[src/rtl/piano_key_scan.sv]
// Twelve-key debounced keyboard scanner: picks the lowest pressed key and
// emits its tone-divider half period plus a change pulse for the tone generator.
module piano_key_scan #(
  parameter int unsigned TICK_DIV = 50000,
  parameter int unsigned DEB_CNT  = 8
) (
  input  logic        clk,
  input  logic        rst,
  input  logic [11:0] keys,
  output logic        note_on,
  output logic [3:0]  note_idx,
  output logic [18:0] half_period,
  output logic        note_change
);

  localparam int unsigned NKEYS  = 12;
  localparam int unsigned TICK_W = (TICK_DIV > 1) ? $clog2(TICK_DIV) : 1;
  localparam int unsigned CNT_W  = (DEB_CNT > 1) ? $clog2(DEB_CNT) : 1;
  localparam logic [TICK_W-1:0] TICK_LAST = TICK_W'(TICK_DIV - 1);
  localparam logic [CNT_W-1:0]  CNT_LAST  = CNT_W'(DEB_CNT - 1);

  logic [NKEYS-1:0]  sync1;
  logic [NKEYS-1:0]  sync2;
  logic [NKEYS-1:0]  deb;
  logic [CNT_W-1:0]  bounce [NKEYS];
  logic [TICK_W-1:0] tick_cnt;
  logic              tick_c;
  logic              sel_on_c;
  logic [3:0]        sel_idx_c;
  logic [18:0]       sel_half_c;

  // Two-flop synchronizer for the raw buttons
  always_ff @(posedge clk) begin
    if (rst) begin
      sync1 <= '0;
      sync2 <= '0;
    end else begin
      sync1 <= keys;
      sync2 <= sync1;
    end
  end

  // Sample-tick generator
  assign tick_c = (tick_cnt == TICK_LAST);

  always_ff @(posedge clk) begin
    if (rst) begin
      tick_cnt <= '0;
    end else if (tick_c) begin
      tick_cnt <= '0;
    end else begin
      tick_cnt <= tick_cnt + TICK_W'(1);
    end
  end

  // Per-key debounce: any sample matching the stable state restarts the count
  always_ff @(posedge clk) begin
    if (rst) begin
      deb <= '0;
      for (int i = 0; i < int'(NKEYS); i++) begin
        bounce[i] <= '0;
      end
    end else if (tick_c) begin
      for (int i = 0; i < int'(NKEYS); i++) begin
        if (sync2[i] == deb[i]) begin
          bounce[i] <= '0;
        end else if (bounce[i] == CNT_LAST) begin
          deb[i]    <= sync2[i];
          bounce[i] <= '0;
        end else begin
          bounce[i] <= bounce[i] + CNT_W'(1);
        end
      end
    end
  end

  // Fixed priority: lowest pressed index wins
  always_comb begin
    sel_on_c  = 1'b0;
    sel_idx_c = '0;
    for (int i = int'(NKEYS) - 1; i >= 0; i--) begin
      if (deb[i]) begin
        sel_on_c  = 1'b1;
        sel_idx_c = 4'(i);
      end
    end
  end

  // Half-period table, C4 through B4
  always_comb begin
    sel_half_c = '0;
    case (sel_idx_c)
      4'd0:    sel_half_c = 19'd95554;
      4'd1:    sel_half_c = 19'd90193;
      4'd2:    sel_half_c = 19'd85131;
      4'd3:    sel_half_c = 19'd80351;
      4'd4:    sel_half_c = 19'd75842;
      4'd5:    sel_half_c = 19'd71585;
      4'd6:    sel_half_c = 19'd67566;
      4'd7:    sel_half_c = 19'd63775;
      4'd8:    sel_half_c = 19'd60196;
      4'd9:    sel_half_c = 19'd56817;
      4'd10:   sel_half_c = 19'd53629;
      4'd11:   sel_half_c = 19'd50618;
      default: sel_half_c = '0;
    endcase
    if (!sel_on_c) begin
      sel_half_c = '0;
    end
  end

  // Registered outputs; the pulse flags any difference against the held values
  always_ff @(posedge clk) begin
    if (rst) begin
      note_on     <= 1'b0;
      note_idx    <= '0;
      half_period <= '0;
      note_change <= 1'b0;
    end else begin
      note_on     <= sel_on_c;
      note_idx    <= sel_idx_c;
      half_period <= sel_half_c;
      note_change <= (sel_on_c != note_on) || (sel_idx_c != note_idx) ||
                     (sel_half_c != half_period);
    end
  end

endmodule

[config.mk]
export PLATFORM = sky130hd
export DESIGN_NAME = piano_key_scan
export DESIGN_NICKNAME = d
export VERILOG_FILES = /design/src/rtl/piano_key_scan.sv
export SDC_FILE = /design/constraint.sdc
export NUM_CORES = 1
export LEC_CHECK = 0
export CORE_ASPECT_RATIO = 0.6
export CORE_MARGIN = 5
export CORE_UTILIZATION = 41
export DETAILED_ROUTE_END_ITERATION = 10
export GPL_ROUTABILITY_DRIVEN = 0
export HOLD_SLACK_MARGIN = 0.06
export PLACE_DENSITY = 0.73
export SLEW_MARGIN = 10
export SYNTH_ARGS = -nofsm -noshare
export SYNTH_HDL_FRONTEND = slang
export SYNTH_SLANG_ARGS = --single-unit
[constraint.sdc]
create_clock -name clk -period 3.7 [get_ports clk]
set_clock_uncertainty 0.1 [all_clocks]
set_input_delay 0.555 -clock clk [delete_from_list [all_inputs] [get_ports clk]]
set_output_delay 0.555 -clock clk [all_outputs]
set_load 0.01 [all_outputs]
==> results of run 1 <==
area by class of cell:
class                   instances  share of cell area (%)
multi-input cells             355                    39.8
inverters                      11                   0.685
well taps                     165                    3.43
flip-flops and latches        111                    42.8
repair buffers                 51                    7.76
clock inverters                 6                    1.54
clock buffers                  10                    3.97
where the power goes:
group | total [mW] | internal, mW | switching [mW]
Sequential | 1.30 | 1.28 | 0.0142
Clock | 1.07 | 0.616 | 0.456
Combinational | 0.0674 | 0.0309 | 0.0365
Total | 2.43 | 1.93 | 0.506
cell usage in the layout (no fill, tap or decap), types with 2 or more instances in the layout:
master / instances
dfxtp_1: 75
nor2_1: 43
edfxtp_1: 36
clkdlybuf4s50_1: 35
nand2_1: 31
nor2b_1: 30
ha_1: 30
and2_1: 27
nand3_1: 25
xnor2_1: 24
nor3_1: 22
a21oi_1: 21
nor4_1: 15
buf_4: 15
xor2_1: 13
inv_1: 11
clkbuf_16: 9
o21ai_0: 7
mux2i_1: 4
o31ai_1: 3
nand2b_1: 3
nand3b_1: 3
nand4_1: 3
nor4_2: 3
o21a_1: 3
o211ai_1: 3
and3_1: 3
or3_1: 3
or4_1: 2
or4_4: 2
a211oi_1: 2
o2111ai_1: 2
a221oi_1: 2
a21o_1: 2
a41oi_1: 2
conb_1: 2
bufinv_16: 2
clkinvlp_4: 2
sequential cells by signal, indices dropped and copies added (netlist names):
register     cells
sync1           12
tick_cnt        16
sync2           12
note_change      1
bounce          36
half_period     17
note_on          1
note_idx         4
deb             12
timing repair:
| item | CTS | global route |
|---|---|---|
| endpoints found under the setup margin | 1 | 1 |
| gates cloned | 0 | 0 |
| gates resized for setup | 1 | 5 |
routing by layer:
metal	vias to the layer above	GRT usage, %	share of wire [%]
li1	1842	-	-
met1	1726	23.9	50
met2	113	20.3	40
met3	9	5.75	8.3
met4	0	3.60	0.98
met5	-	0	0
logic make-up (layout without fill, tap and decap cells):
kind of cell / after synthesis / count (layout) / synth area share [%]
multiplexers: 4 / 4 / 0.781
adder cells (fa/ha/maj): 30 / 30 / 7.32
AO/OA/AOI/OAI: 61 / 61 / 8.08
other: 1 / 2 / 0.0732
flip-flops: 111 / 111 / 50.4
buffers and inverters: 44 / 78 / 4.03
XOR/XNOR: 37 / 37 / 6.32
AND/OR/NAND/NOR: 221 / 221 / 23.0
how the worst max path moves through the flow:
stage                           startpoint                          to  slack, ps  cells past startpoint
CTS                   deb[11]$_SDFFE_PP0P_      note_change$_SDFF_PP0_        110                     11
global route           deb[7]$_SDFFE_PP0P_      note_change$_SDFF_PP0_         10                     11
finish                 deb[7]$_SDFFE_PP0P_      note_change$_SDFF_PP0_        240                     11
global placement      deb[10]$_SDFFE_PP0P_      note_change$_SDFF_PP0_        160                     11
detailed placement    deb[10]$_SDFFE_PP0P_      note_change$_SDFF_PP0_        -10                     11
floorplan           tick_cnt[0]$_SDFF_PP0_  bounce[0][0]$_SDFFCE_PN0P_        190                      6
critical path, cell delays in order, from the launching register on:
cell,delay (ps)
dfxtp_1,540
inv_1,140
a221oi_4,380
a211oi_4,140
inv_1,140
ha_1,220
mux2i_1,160
a221oi_1,370
o211ai_1,140
or4_4,540
nor4_2,310
a41oi_1,150
==> reports/qor.yml, run 1 <==
status: "finished clean"
worstMarginPinSlew_ps: 993
synthArstFlopShare_pct: 0
grt_pass1_vias: 3582
io_buffer_count: 36
antenna_found_initial: 0
critPathLaunchType: "flop"
r2r_cells: 11
synth_edf_count: 36
synth_area_per_cell_um2: 10.1
rsz0062_at_grt: "false"
post_dp_cell_area_um2: 5650
drtAntennaViolNets: 0
drt_first_pass_iters: 4
fin_cells: 709
root_buffer: "clkbuf_16"
die_area_um2: 14900
finalWorstSetupSlack_ps: 237
grt_use_total_pct: 15.5
fin_util_pct: 49.6
fillers: 1101
hold_class: "flop to flop"
drt_iter0_drc: 402
wire_per_inst_um: 15.8
multiInputGateArea_um2: 2400
drt-total-wl_um: 11200
place_inst: 693
hold_path_depth: 1
regToRegSetupSlack_ps: 240
pin_count: 39
rows: 31
die_x_um: 154
critPathArrivalTime_ps: 3570
max-clock-path-buffers: 2
ys.flop_type: "dfxtp_1"
area_growth_pct: 17.6
total_power_mw: 2.43
r2r-start: "deb[7]$_SDFFE_PP0P_"
layout.nets: 583
yosysTopAreaCellShare_pct: 29.3
chipHeight_um: 96.6
dp_hpwl_um: 8000
synth-seq-cells: 111
powerDensity_nw_per_um2: 404
min_period_over_period_pct: 93.6
cts_buffers: 9
ff_latch_area_um2: 2580
holdBufCountCts: 0
cts_num_sinks: 111
timing.rr.end: "note_change$_SDFF_PP0_"
via_per_inst: 5.20
cts_setup_buffers: 0
synth_area_um2: 5130
fin_setup_tns_ps: 0
min-delay-start: "sync1[10]$_SDFF_PP0_"
ys_types: 55
vias: 3690
worstPathRequired_ps: 3810
insertion_delay_ps: 360
yosys-top-cells-area: "dfxtp_1 (29%), edfxtp_1 (21%), ha_1 (7.3%)"
cts_tree: "done"
synthMostInstantiatedCell: "dfxtp_1"
stdcell_area_um2: 6030
crit_type: "flop to flop"
slew-limit-headroom_pct: 33.8
p_leak_nw: 2.23
cap_violations: 0
fmax_mhz: 289
critPathMaxFanout: 8
ir_drop_mv: 0.228
grt-ovfl-total: 0
critPathCaptureType: "flop"
clkTransAtPathRegs_ps: 70
maxSlewViolCount: 0
synth_common_cells: "dfxtp_1 (75), nor2_1 (44), edfxtp_1 (36)"
ys_warn_count: 0
syn-instance-count: 509
yosysTopAreaCell: "dfxtp_1"
pre_cts_ws_ps: -9.60
drive_gt1_share_pct: 8.09
hold_ws_ps: 342
grt_start_max_net_pins: 60
finalHoldViolations: 0
hold_end: "sync2[10]$_SDFF_PP0_"
finalWorstPathRequiredPeriod_ps: 3460
antennaDiodeCount: 0
grt_pass1_wl_um: 18800
setup_viol_count_final: 0
route.detailed.drc: 0
start_util_pct: 42.2
coreArea_um2: 12100
yosysSeqAreaShare_pct: 50.4
htree_levels: 3
(Power assumes the default switching activity.)
==> run 2, diff against run 1 <==
--- a/config.mk
+++ b/config.mk
@@ -9,7 +9,6 @@
 export CORE_MARGIN = 5
 export CORE_UTILIZATION = 41
 export DETAILED_ROUTE_END_ITERATION = 10
-export GPL_ROUTABILITY_DRIVEN = 0
 export HOLD_SLACK_MARGIN = 0.06
 export PLACE_DENSITY = 0.73
 export SLEW_MARGIN = 10
==> reports/qor.yml, run 2 (synthesized netlist as in run 1, its figures left out) <==
pin_count: 39
drt_iter0_drc: 231
gp_congestion: 0.909
layout_common_cells: "dfxtp_1 (75), nor2_1 (43), edfxtp_1 (36)"
drtAntennaViolNets: 0
min_period_over_period_pct: 96.2
grt_pass1_wl_um: 19100
via_per_inst: 5.31
grt_use_total_pct: 15.8
start_util_pct: 42.2
vias: 3778
insertion_delay_ps: 350
crit_chain: "nor2_1 -> a221oi_4 -> a211oi_4 -> inv_1 -> ha_1 -> o21a_1 -> a222oi_1 -> o21ai_0 -> or4_4 -> nor4_2 -> a41oi_1"
maxSlewViolCount: 0
largest_register: "bounce"
antenna_found_initial: 0
die_area_um2: 14900
ir_drop_mv: 0.201
p_leak_nw: 2.24
wire_per_inst_um: 16.1
htree_levels: 3
grt-ovfl-total: 0
critPathArrivalTime_ps: 3670
cap_violations: 0
hold_ws_ps: 336
cts_num_sinks: 111
cts_buffers: 9
critPathLaunchType: "flop"
coreArea_um2: 12100
powerDensity_nw_per_um2: 396
clkTransAtPathRegs_ps: 70
cts_setup_buffers: 0
finalHoldViolations: 0
largestRegisters: "bounce (36), half_period (17), tick_cnt (16)"
dp_hpwl_um: 8340
root_buffer: "clkbuf_16"
critPathMaxFanout: 8
antennaDiodeCount: 0
chipHeight_um: 96.6
grt_start_max_net_pins: 52
crit_type: "flop to flop"
slew-limit-headroom_pct: 29.5
setup_viol_count_final: 0
fin_util_pct: 49.6
holdBufCountCts: 0
critPathCaptureType: "flop"
hold_class: "flop to flop"
largest_register_ff_count: 36
io_buffer_count: 36
cp_slowest_cell: "or4_4"
cts_tree: "done"
grt_pass1_vias: 3714
fin_setup_tns_ps: 0
drt_first_pass_iters: 5
path_buf_inv: 1
status: "finished clean"
worstPathRequired_ps: 3810
layout.nets: 585
finalWorstPathRequiredPeriod_ps: 3560
worstMarginPinSlew_ps: 1060
route.detailed.drc: 0
fmax_mhz: 281
crit_family: "compound AO/OA/AOI/OAI gates"
layout_commonest_cell: "dfxtp_1"
die_x_um: 154
max_stage_delay_ps: 540
max-clock-path-buffers: 2
rows: 31
drt-total-wl_um: 11500
area_growth_pct: 17.4
drive_gt1_share_pct: 8.61
[run 2: cell count changes in the layout (fill, tap and decap cells not counted)]
cell	change
ha_1	-1
inv_8	+1
clkinvlp_4	-2
buf_4	+2
ha_2	+1
clkbuf_8	+1
o311a_2	+1
bufinv_16	-1
o311a_4	-1
clkinv_2	+1
[run 2: path summary, 6_finish.rpt]
check	from	to	slack, ps	depth (start not counted)
hold reg to reg	sync1[11]$_SDFF_PP0_	sync2[11]$_SDFF_PP0_	340	1
hold / removal	sync1[11]$_SDFF_PP0_	sync2[11]$_SDFF_PP0_	340	1
setup reg to reg	deb[7]$_SDFFE_PP0P_	note_change$_SDFF_PP0_	140	11
setup / recovery	deb[7]$_SDFFE_PP0P_	note_change$_SDFF_PP0_	140	11
[run 2: power breakdown]
part / internal, mW / total, mW / switching (mW)
Sequential: 1.28 / 1.30 / 0.0139
Combinational: 0.0308 / 0.0674 / 0.0365
Clock: 0.570 / 1.02 / 0.448
[run 2: area by class of cell]
class                      instances  area [um2]
inverter                          11        41.3
clock buffer                      11         253
clock inverter                     5        63.8
timing repair buffer              53         483
tap                              165         206
sequential                       111        2580
fill                            1094        6120
multi-input combinational        355        2390
[run 2: layer usage]
layer | up-vias | track usage (%) | wire length, um | part of all wire (%)
li1 | 1842 | - | - | -
met1 | 1783 | 24.2 | 5720 | 50
met2 | 148 | 21.7 | 4650 | 41
met3 | 5 | 4.95 | 1030 | 9.0
met4 | 0 | 2.92 | 60 | 0.52
met5 | - | 0 | 0 | 0
[run 2: stage by stage]
step / worst slack [ps] / area [um2] / power, mW / std cells
global placement: 87.9 / 5670 / 1.39 / 695
floorplan: 187 / 5130 / 1.36 / 510
finish: 141 / 6020 / 2.38 / 711
detailed placement: -95.3 / 5670 / 1.39 / 695
global route: -22.1 / 6020 / 2.47 / 711
CTS: 55.9 / 5990 / 2.41 / 711
[run 2: repair_timing]
action                                  4_1_cts  5_1_grt
endpoints found under the hold margin         0        0
endpoints found under the setup margin        1        1
pin swaps                                     0        0
gates resized for setup                       2        5
gates cloned                                  0        0
==> run 3, diff against run 2 <==
--- a/config.mk
+++ b/config.mk
@@ -8,6 +8,7 @@
 export CORE_ASPECT_RATIO = 0.6
 export CORE_MARGIN = 5
 export CORE_UTILIZATION = 41
+export CTS_BUF_LIST = sky130_fd_sc_hd__clkbuf_8
 export DETAILED_ROUTE_END_ITERATION = 10
 export HOLD_SLACK_MARGIN = 0.06
 export PLACE_DENSITY = 0.73
==> reports/qor.yml, run 3 (synthesized netlist as in run 1, its figures left out) <==
status: "finished clean"
grt_pass1_vias: 3692
rows: 31
ir_drop_mv: 0.191
drive_gt1_share_pct: 8.61
pin_count: 39
cts_num_sinks: 111
htree_levels: 3
grtUsageMet2_pct: 21.4
largest_register: "bounce"
regToRegSetupSlack_ps: 120
via_per_inst: 5.33
layout_common_cells: "dfxtp_1 (75), nor2_1 (43), edfxtp_1 (36)"
fillers: 1108
powerDensity_nw_per_um2: 362
max-clock-path-buffers: 2
critPathCaptureType: "flop"
area_growth_pct: 15.5
multiInputGateArea_um2: 2390
insertion_delay_ps: 390
critPathArrivalTime_ps: 3730
die_x_um: 154
root_buffer: "clkbuf_8"
stdcell_area_um2: 5920
p_leak_nw: 2.19
worstPathRequired_ps: 3850
fin_util_pct: 48.7
vias: 3793
wire_per_inst_um: 16.1
total_power_mw: 2.14
post_dp_cell_area_um2: 5670
grt_use_total_pct: 15.7
dp_hpwl_um: 8340
io_buffer_count: 36
finalWorstPathRequiredPeriod_ps: 3580
cts_tree: "done"
start_util_pct: 42.2
hold_end: "sync2[8]$_SDFF_PP0_"
critPathMaxFanout: 8
gp_congestion: 0.909
largestRegisters: "bounce (36), half_period (17), tick_cnt (16)"
crit_type: "flop to flop"
drt_iter0_drc: 249
grt_start_max_net_pins: 52
cap_violations: 0
antenna_found_initial: 0
critPathLaunchType: "flop"
slew-limit-headroom_pct: 30.3
worstMarginPinSlew_ps: 1050
grt-ovfl-total: 0
die_area_um2: 14900
cts_setup_buffers: 0
min-delay-start: "sync1[8]$_SDFF_PP0_"
drt-total-wl_um: 11400
ff_latch_area_um2: 2580
grt_busiest_layer: "met1"
route.detailed.drc: 0
layout.nets: 585
coreArea_um2: 12100
layout_commonest_cell: "dfxtp_1"
cts_buffers: 9
r2r_cells: 11
chipHeight_um: 96.6
grt_pass1_wl_um: 19000
largest_register_ff_count: 36
r2r-start: "deb[7]$_SDFFE_PP0P_"
use_met1_pct: 24.2
timing.rr.end: "note_change$_SDFF_PP0_"
fmax_mhz: 280
setup_viol_count_final: 0
maxSlewViolCount: 0
antennaDiodeCount: 0
clkTransAtPathRegs_ps: 110
drt_first_pass_iters: 5
min_period_over_period_pct: 96.6
met3_usage_pct: 4.46
hold_class: "flop to flop"
finalHoldViolations: 0
hold_path_depth: 1
drtAntennaViolNets: 0
[run 3: cell type report]
| class | instances | area share, % |
|---|---|---|
| Multi-Input combinational cell | 355 | 40.4 |
| Clock inverter | 5 | 1.08 |
| Timing Repair Buffer | 53 | 8.16 |
| Tap cell | 165 | 3.49 |
| Sequential cell | 111 | 43.6 |
| Inverter | 11 | 0.698 |
| Clock buffer | 11 | 2.56 |
[run 3: stage by stage]
stage | setup TNS, ps | hold WS (ps) | cells | setup slack (ps)
2_1_floorplan | 0 | 314 | 510 | 187
3_3_place_gp | 0 | 321 | 695 | 87.9
3_5_place_dp | -95.3 | 323 | 695 | -95.3
4_1_cts | 0 | 347 | 711 | 51.6
5_1_grt | -43.9 | 366 | 711 | -43.9
6_report | 0 | 345 | 711 | 125
[run 3: critical path: stages, from the launching register on]
cell      delay [ps]
dfxtp_1          420
nor2_1           230
a221oi_4         130
a211oi_4         410
inv_1            150
ha_1             240
o21a_1           210
a222oi_1         370
o21ai_0          160
or4_4            540
nor4_2           320
a41oi_1          170
[run 3: how the worst max path moves through the flow]
| stage | from | endpoint | cells after the start |
|---|---|---|---|
| 2_1_floorplan | tick_cnt[0]$_SDFF_PP0_ | bounce[0][0]$_SDFFCE_PN0P_ | 6 |
| 3_3_place_gp | deb[10]$_SDFFE_PP0P_ | note_change$_SDFF_PP0_ | 11 |
| 3_5_place_dp | deb[10]$_SDFFE_PP0P_ | note_change$_SDFF_PP0_ | 11 |
| 4_1_cts | deb[3]$_SDFFE_PP0P_ | note_change$_SDFF_PP0_ | 12 |
| 5_1_grt | deb[7]$_SDFFE_PP0P_ | note_change$_SDFF_PP0_ | 11 |
| 6_report | deb[7]$_SDFFE_PP0P_ | note_change$_SDFF_PP0_ | 11 |
[run 3: layer usage]
layer	share of wire, %	vias up
met1	50	1780
met3	9.3	8
met4	0.70	0
li1	-	1849
met2	40	156
met5	0	-
[run 3: where the power goes]
| group | switching (mW) | internal [mW] |
|---|---|---|
| combinational | 0.0364 | 0.0309 |
| clock | 0.424 | 0.358 |
| sequential | 0.0138 | 1.28 |
| total | 0.474 | 1.67 |
[run 3: repair_timing]
| action | 4_1_cts | 5_1_grt |
|---|---|---|
| gates resized for setup | 2 | 5 |
| hold buffers | 0 | 0 |
| setup endpoints to repair | 1 | 1 |
